## src/rtl/sub_div_pkg.sv

```systemverilog
// Shared definitions for the repeated-subtraction divider:
// default operand width and the controller state encoding.
package sub_div_pkg;

   localparam int DEF_W = 8;

   typedef enum logic [1:0] {
      IDLE = 2'd0,
      RUN  = 2'd1,
      DONE = 2'd2
   } state_t;

endpackage

```

## src/rtl/sub_div_ctrl_if.sv

```systemverilog
// Request/result bundle for the divider: the requester drives start
// and operands, the divider returns status and held results.
interface sub_div_ctrl_if
   import sub_div_pkg::*;
#(
   parameter int W = DEF_W
);

   logic         start;
   logic [W-1:0] dividend;
   logic [W-1:0] divisor;
   logic         busy;
   logic         done;
   logic [W-1:0] quotient;
   logic [W-1:0] remainder;
   logic         div_by_zero;

   modport master (
      output start, dividend, divisor,
      input  busy, done, quotient, remainder, div_by_zero
   );

   modport slave (
      input  start, dividend, divisor,
      output busy, done, quotient, remainder, div_by_zero
   );

endinterface

```

## src/rtl/sub_div_ctrl_sub8.sv

```systemverilog
// Combinational subtractor: d = a - b (mod 2^W), c = borrow (a < b).
// An equal pair gives c = 0, so rem == divisor counts as one more step.
module sub8
   import sub_div_pkg::*;
#(
   parameter int W = DEF_W
) (
   input  logic [W-1:0] a,
   input  logic [W-1:0] b,
   output logic         c,
   output logic [W-1:0] d
);

   // One extra bit on the left catches the borrow out of the MSB.
   assign {c, d} = {1'b0, a} - {1'b0, b};

endmodule

```

## src/rtl/sub_div_ctrl.sv

```systemverilog
// Unsigned divider by repeated subtraction. One subtraction per RUN
// cycle; the quotient counts successful subtractions, the first borrow
// ends the run and freezes the remainder. Divide-by-zero skips RUN.
module sub_div_ctrl
   import sub_div_pkg::*;
#(
   parameter int W = DEF_W
) (
   input  logic           clk,
   input  logic           rst,
   sub_div_ctrl_if.slave  bus
);

   localparam logic [W-1:0] ONE = W'(1);

   state_t       state_reg;
   state_t       state_next;
   logic [W-1:0] rem_r;
   logic [W-1:0] dvs_r;
   logic [W-1:0] quot_reg;
   logic [W-1:0] rmd_reg;
   logic         dbz_reg;
   logic         borrow;
   logic [W-1:0] diff;
   logic         divisor_zero;

   assign divisor_zero = (bus.divisor == '0);

   sub8 #(.W(W)) u_sub8 (
      .a (rem_r),
      .b (dvs_r),
      .c (borrow),
      .d (diff)
   );

   // State register; reset always lands in IDLE, dropping any run in flight.
   always_ff @(posedge clk) begin
      if (rst) state_reg <= IDLE;
      else     state_reg <= state_next;
   end

   // Next state: start only matters in IDLE, RUN exits on the first borrow.
   always_comb begin
      state_next = state_reg;
      case (state_reg)
         IDLE: if (bus.start) state_next = divisor_zero ? DONE : RUN;
         RUN:  if (borrow)    state_next = DONE;
         DONE: state_next = IDLE;
         default: state_next = IDLE;
      endcase
   end

   // Datapath: capture operands on accept, subtract while RUN, hold results.
   always_ff @(posedge clk) begin
      if (rst) begin
         rem_r    <= '0;
         dvs_r    <= '0;
         quot_reg <= '0;
         rmd_reg  <= '0;
         dbz_reg  <= 1'b0;
      end else begin
         case (state_reg)
            IDLE: begin
               if (bus.start) begin
                  if (divisor_zero) begin
                     quot_reg <= '1;
                     rmd_reg  <= bus.dividend;
                     dbz_reg  <= 1'b1;
                  end else begin
                     rem_r    <= bus.dividend;
                     dvs_r    <= bus.divisor;
                     quot_reg <= '0;
                     dbz_reg  <= 1'b0;
                  end
               end
            end
            RUN: begin
               if (!borrow) begin
                  rem_r    <= diff;
                  quot_reg <= quot_reg + ONE;
               end else begin
                  rmd_reg  <= rem_r;
               end
            end
            default: ;
         endcase
      end
   end

   // Status decodes straight from state, so reset clears them with it.
   assign bus.busy        = (state_reg != IDLE);
   assign bus.done        = (state_reg == DONE);
   assign bus.quotient    = quot_reg;
   assign bus.remainder   = rmd_reg;
   assign bus.div_by_zero = dbz_reg;

endmodule

```

## src/flat_wrapper.sv

```systemverilog
// flat-port wrapper written by rule: the top's interface ports become plain ports
module sub_div_ctrl_flat import sub_div_pkg::*;
#(
   parameter int W = DEF_W
)
  (clk, rst, bus_start, bus_dividend, bus_divisor, bus_busy, bus_done, bus_quotient, bus_remainder, bus_div_by_zero);
  sub_div_ctrl_if #(.W(W)) bus_i ();
  input  logic clk;
  input  logic rst;
  input wire logic [$bits(bus_i.start)-1:0] bus_start;
  input wire logic [$bits(bus_i.dividend)-1:0] bus_dividend;
  input wire logic [$bits(bus_i.divisor)-1:0] bus_divisor;
  output wire logic [$bits(bus_i.busy)-1:0] bus_busy;
  output wire logic [$bits(bus_i.done)-1:0] bus_done;
  output wire logic [$bits(bus_i.quotient)-1:0] bus_quotient;
  output wire logic [$bits(bus_i.remainder)-1:0] bus_remainder;
  output wire logic [$bits(bus_i.div_by_zero)-1:0] bus_div_by_zero;
  assign bus_i.start = bus_start;
  assign bus_i.dividend = bus_dividend;
  assign bus_i.divisor = bus_divisor;
  assign bus_busy = bus_i.busy;
  assign bus_done = bus_i.done;
  assign bus_quotient = bus_i.quotient;
  assign bus_remainder = bus_i.remainder;
  assign bus_div_by_zero = bus_i.div_by_zero;
  sub_div_ctrl #(.W(W)) u_core (.clk(clk), .rst(rst), .bus(bus_i));
endmodule
```

## config.mk

```make
export PLATFORM = sky130hd
export DESIGN_NAME = sub_div_ctrl_flat
export DESIGN_NICKNAME = d
export VERILOG_FILES = /design/src/rtl/sub_div_pkg.sv /design/src/rtl/sub_div_ctrl_if.sv /design/src/rtl/sub_div_ctrl_sub8.sv /design/src/rtl/sub_div_ctrl.sv /design/src/flat_wrapper.sv
export SDC_FILE = /design/constraint.sdc
export NUM_CORES = 1
export LEC_CHECK = 0
export ABC_AREA = 1
export CELL_PAD_IN_SITES_DETAIL_PLACEMENT = 0
export CELL_PAD_IN_SITES_GLOBAL_PLACEMENT = 1
export CORE_ASPECT_RATIO = 2
export CORE_MARGIN = 10
export CORE_UTILIZATION = 30
export CTS_CLUSTER_DIAMETER = 120
export DETAILED_ROUTE_END_ITERATION = 7
export DONT_BUFFER_PORTS = 1
export GPL_ROUTABILITY_DRIVEN = 0
export PLACE_DENSITY_LB_ADDON = 0.12
export SLEW_MARGIN = 40
export SYNTH_ARGS = -nofsm -noshare
export SYNTH_HDL_FRONTEND = slang
export SYNTH_HIERARCHICAL = 1
export SYNTH_SLANG_ARGS = --single-unit
```

## constraint.sdc

```tcl
create_clock -name clk -period 2.3 [get_ports clk]
set_input_delay 0.23 -clock clk [delete_from_list [all_inputs] [get_ports clk]]
set_output_delay 0.23 -clock clk [all_outputs]
set_load 0.1 [all_outputs]
```

==> summary.json <==
{
  "grt": {
    "global_route_wire_length_before_repair_mm": 11.1,
    "grt_overflow": 0,
    "grt_max_degree": 27,
    "grt_pass1_vias": 2140,
    "antenna_found_initial": 1,
    "track_usage_pct": 12.7
  },
  "synthesis": {
    "synth_cell_types": 26,
    "synth_area_mm2": 0.00230,
    "synth.largest_area_cell": "dfxtp_1",
    "postSynthRegisterBits": 35,
    "synth_top_area_share_pct": 30.5,
    "netlist_instances": 359,
    "syn_nets": 388,
    "number_of_warnings_reported_in_the_yosys_synthesis_log": 6,
    "synth.yosys.seq_area_share_pct": 30.5,
    "synth.avg_cell_area_um2": 6.41,
    "synth_top_cells_by_area": "dfxtp_1 (30%), nand2_1 (16%), inv_1 (9.3%)"
  },
  "clocking": {
    "clock_latency_ps": 280,
    "root_buffer": "clkbuf_16",
    "clock_sink_count": 35,
    "cts_buffers": 5,
    "tritoncts": "built",
    "clock_tree.buffer_depth": 2,
    "cts.clk_slew.worst_paths_ps": 60,
    "htreeDepth": 2
  },
  "route": {
    "route.vias.total": 2147,
    "detail_route.wl_per_cell_um": 14.6,
    "dr.first_iter.drc_count": 81,
    "route.detailed.drc": 0,
    "via_per_inst": 4.49,
    "drt-total-wl_mm": 6.99,
    "first_pass_iters": 4,
    "ant_nets": 0
  },
  "hold_path": {
    "hold-path-cell-count": 1,
    "worst_hold_path.endpoint": "u_core/dvs_r[2]",
    "holdCritStartpoint": "rst",
    "class_of_the_most_critical_hold_timing_path": "primary input to flop"
  },
  "timing": {
    "timing_worst_slew_pin_value_ps": 761,
    "max_slew_margin_pct": 49.2,
    "worst_slack_ps": 191,
    "final.min_clock_period_ps": 2110,
    "report.final.slew_viol_count": 0,
    "worst_clock_skew_ps": 3.58,
    "final_min_period_over_clock_period_pct": 91.7,
    "rsz_0062_raised_after_global_routing": "no",
    "tns_ps": 0,
    "hold_viol": 0,
    "report.final.setup_viol": 0,
    "fmaxAchievable_mhz": 474
  },
  "place": {
    "hpwlAfterDp_mm": 5.57,
    "dpl-instance-area_mm2": 0.00254,
    "buffer_ports.inserted": 0,
    "placement.setup.worst_slack_ps": 47.8
  },
  "worst_setup_path": {
    "worst_r2r_startpoint": "u_core/rem_r[0]",
    "cp_data_required_time_ps": 2480,
    "worst_r2r_endpoint": "u_core/bus.quotient[0]",
    "critPathKind": "flop to flop",
    "crit_path_start_kind": "flop",
    "crit_path_end_kind": "flop",
    "cp.arrival_ps": 2290,
    "worstRegToRegCells": 13,
    "crit_fanout": 17,
    "setup_slack_on_the_worst_flop_to_flop_path_ps": 190
  },
  "cells_and_area": {
    "fin_area_mm2": 0.00273,
    "layout-drive-gt1-share_pct": 17.8,
    "layout.nets": 411,
    "flow.area_growth_from_synthesis_pct": 18.7,
    "fillCellCount": 900
  },
  "power_and_ir_drop": {
    "sequentialPowerShare_pct": 28.0,
    "clock_power_share_pct": 24.6,
    "ir_worst_vdd_mv": 0.528,
    "share_of_total_power_in_combinational_logic_pct": 47.4,
    "powerDensity_mw_per_mm2": 1000,
    "finalPower_w": 0.00274,
    "intPower_w": 0.00149,
    "total_leakage_power_nw": 1.40,
    "switchingPower_w": 0.00125,
    "power.share.switching_pct": 45.7
  },
  "die": {
    "die_x_um": 81.9,
    "floorplan.rows": 45,
    "floorplan.io_pins": 38,
    "die-area_mm2": 0.0118,
    "core_region_area_mm2": 0.00754,
    "floorplan.die.height_um": 144,
    "starting_density_of_the_core_pct": 30.5
  },
  "run_status": {
    "run_status": "completed"
  },
  "job": {
    "max-cap-violations": 0
  }
}
through the flow:
stage / instances / utilization [%] / hold WS (ps)
after global routing: 478 / 36.2 / 5.85
after floorplan: 359 / - / 299
after global placement: 468 / 33.7 / 302
final: 478 / 36.2 / 11.6
after detailed placement: 468 / 33.7 / 304
after CTS: 476 / 35.7 / 1.67
worst max-delay path: stages (launching register included):
cell,delay [ps]
dfxtp_2,340
inv_1,40
ha_2,190
fa_2,430
nor2_4,130
o21ai_2,70
nor2_1,80
nor2_1,40
inv_1,90
nand2_2,120
nand2_8,150
nand2_1,130
o21ai_1,140
inv_1,50
cells in the final DEF, fill, tap and decap left out, types with 3 or more instances in the layout:
master and n:
nand2_1 94, inv_1 57, nor2_1 51, dfxtp_1 33
nand3_1 28, buf_4 25, o21ai_0 17, a21oi_1 15
ha_1 8, o21ai_1 6, clkbuf_16 5, nor2_2 5
nand2_2 5, nor2_4 4, nand2_4 3, o21ai_4 3
a21oi_2 3, xnor2_1 3
layer usage:
layer	global-route usage, %	part of all wire, %	vias up
met5	0	0	-
met4	7.21	3.6	0
met3	3.44	4.1	10
met2	24.0	59	33
met1	11.2	33	960
li1	-	-	1144
power groups by stage:
stage | clock network, W | registers, W | logic [W]
global placement | 0 | 0.000782 | 0.00128
detailed placement | 0 | 0.000783 | 0.00129
global route | 0.000723 | 0.000780 | 0.00145
floorplan | 0 | 0.00106 | 0.000709
CTS | 0.000706 | 0.000770 | 0.00129
finish | 0.000676 | 0.000768 | 0.00130
layout make-up:
type,instances,area [um2],area share [%]
multi-input combinational,253,1320,48.4
inverter,61,234,8.57
tap,94,118,4.31
antenna,1,2.50,0.0917
sequential,35,703,25.8
timing repair buffer,26,208,7.61
clock buffer,5,125,4.58
clock inverter,3,20.0,0.733
what timing repair did:
item / 4_1_cts / 5_1_grt
resized for setup: 0 / 9
setup endpoints to repair: 0 / 22
hold buffers: 0 / 0
hold endpoints to repair: 0 / 0
buffers inserted: 0 / 1
kinds of logic after synthesis:
kind of cell	after synthesis	share of synthesized area [%]
fa+ha+maj	10	5.77
flops	35	30.5
simple gates	195	37.4
compound gates	45	11.8
xor+xnor	3	1.14
buf+inv	71	13.4
synthesized netlist by cell type (all sizes together):
library cell,instances
nand2,103
inv,61
nor2,60
dfxtp,35
nand3,29
o21ai,27
a21oi,18
ha,9
buf,7
clkbuf,3
xnor2,3
fa,1
nand3b,1
nor3,1
or2,1
worst max path at each step:
stage	from	endpoint	slack [ps]	depth (start not counted)
CTS	u_core/rem_r[0]	u_core/bus.quotient[0]	40	13
floorplan	u_core/rem_r[0]	u_core/rem_r[3]	230	14
global placement	u_core/rem_r[0]	u_core/bus.quotient[0]	90	13
detailed placement	u_core/rem_r[0]	u_core/bus.quotient[1]	50	13
finish	u_core/rem_r[0]	u_core/bus.quotient[0]	190	13
global route	u_core/dvs_r[0]	u_core/bus.remainder[6]	2	13
No activity file was read; power rests on OpenSTA's default activity.
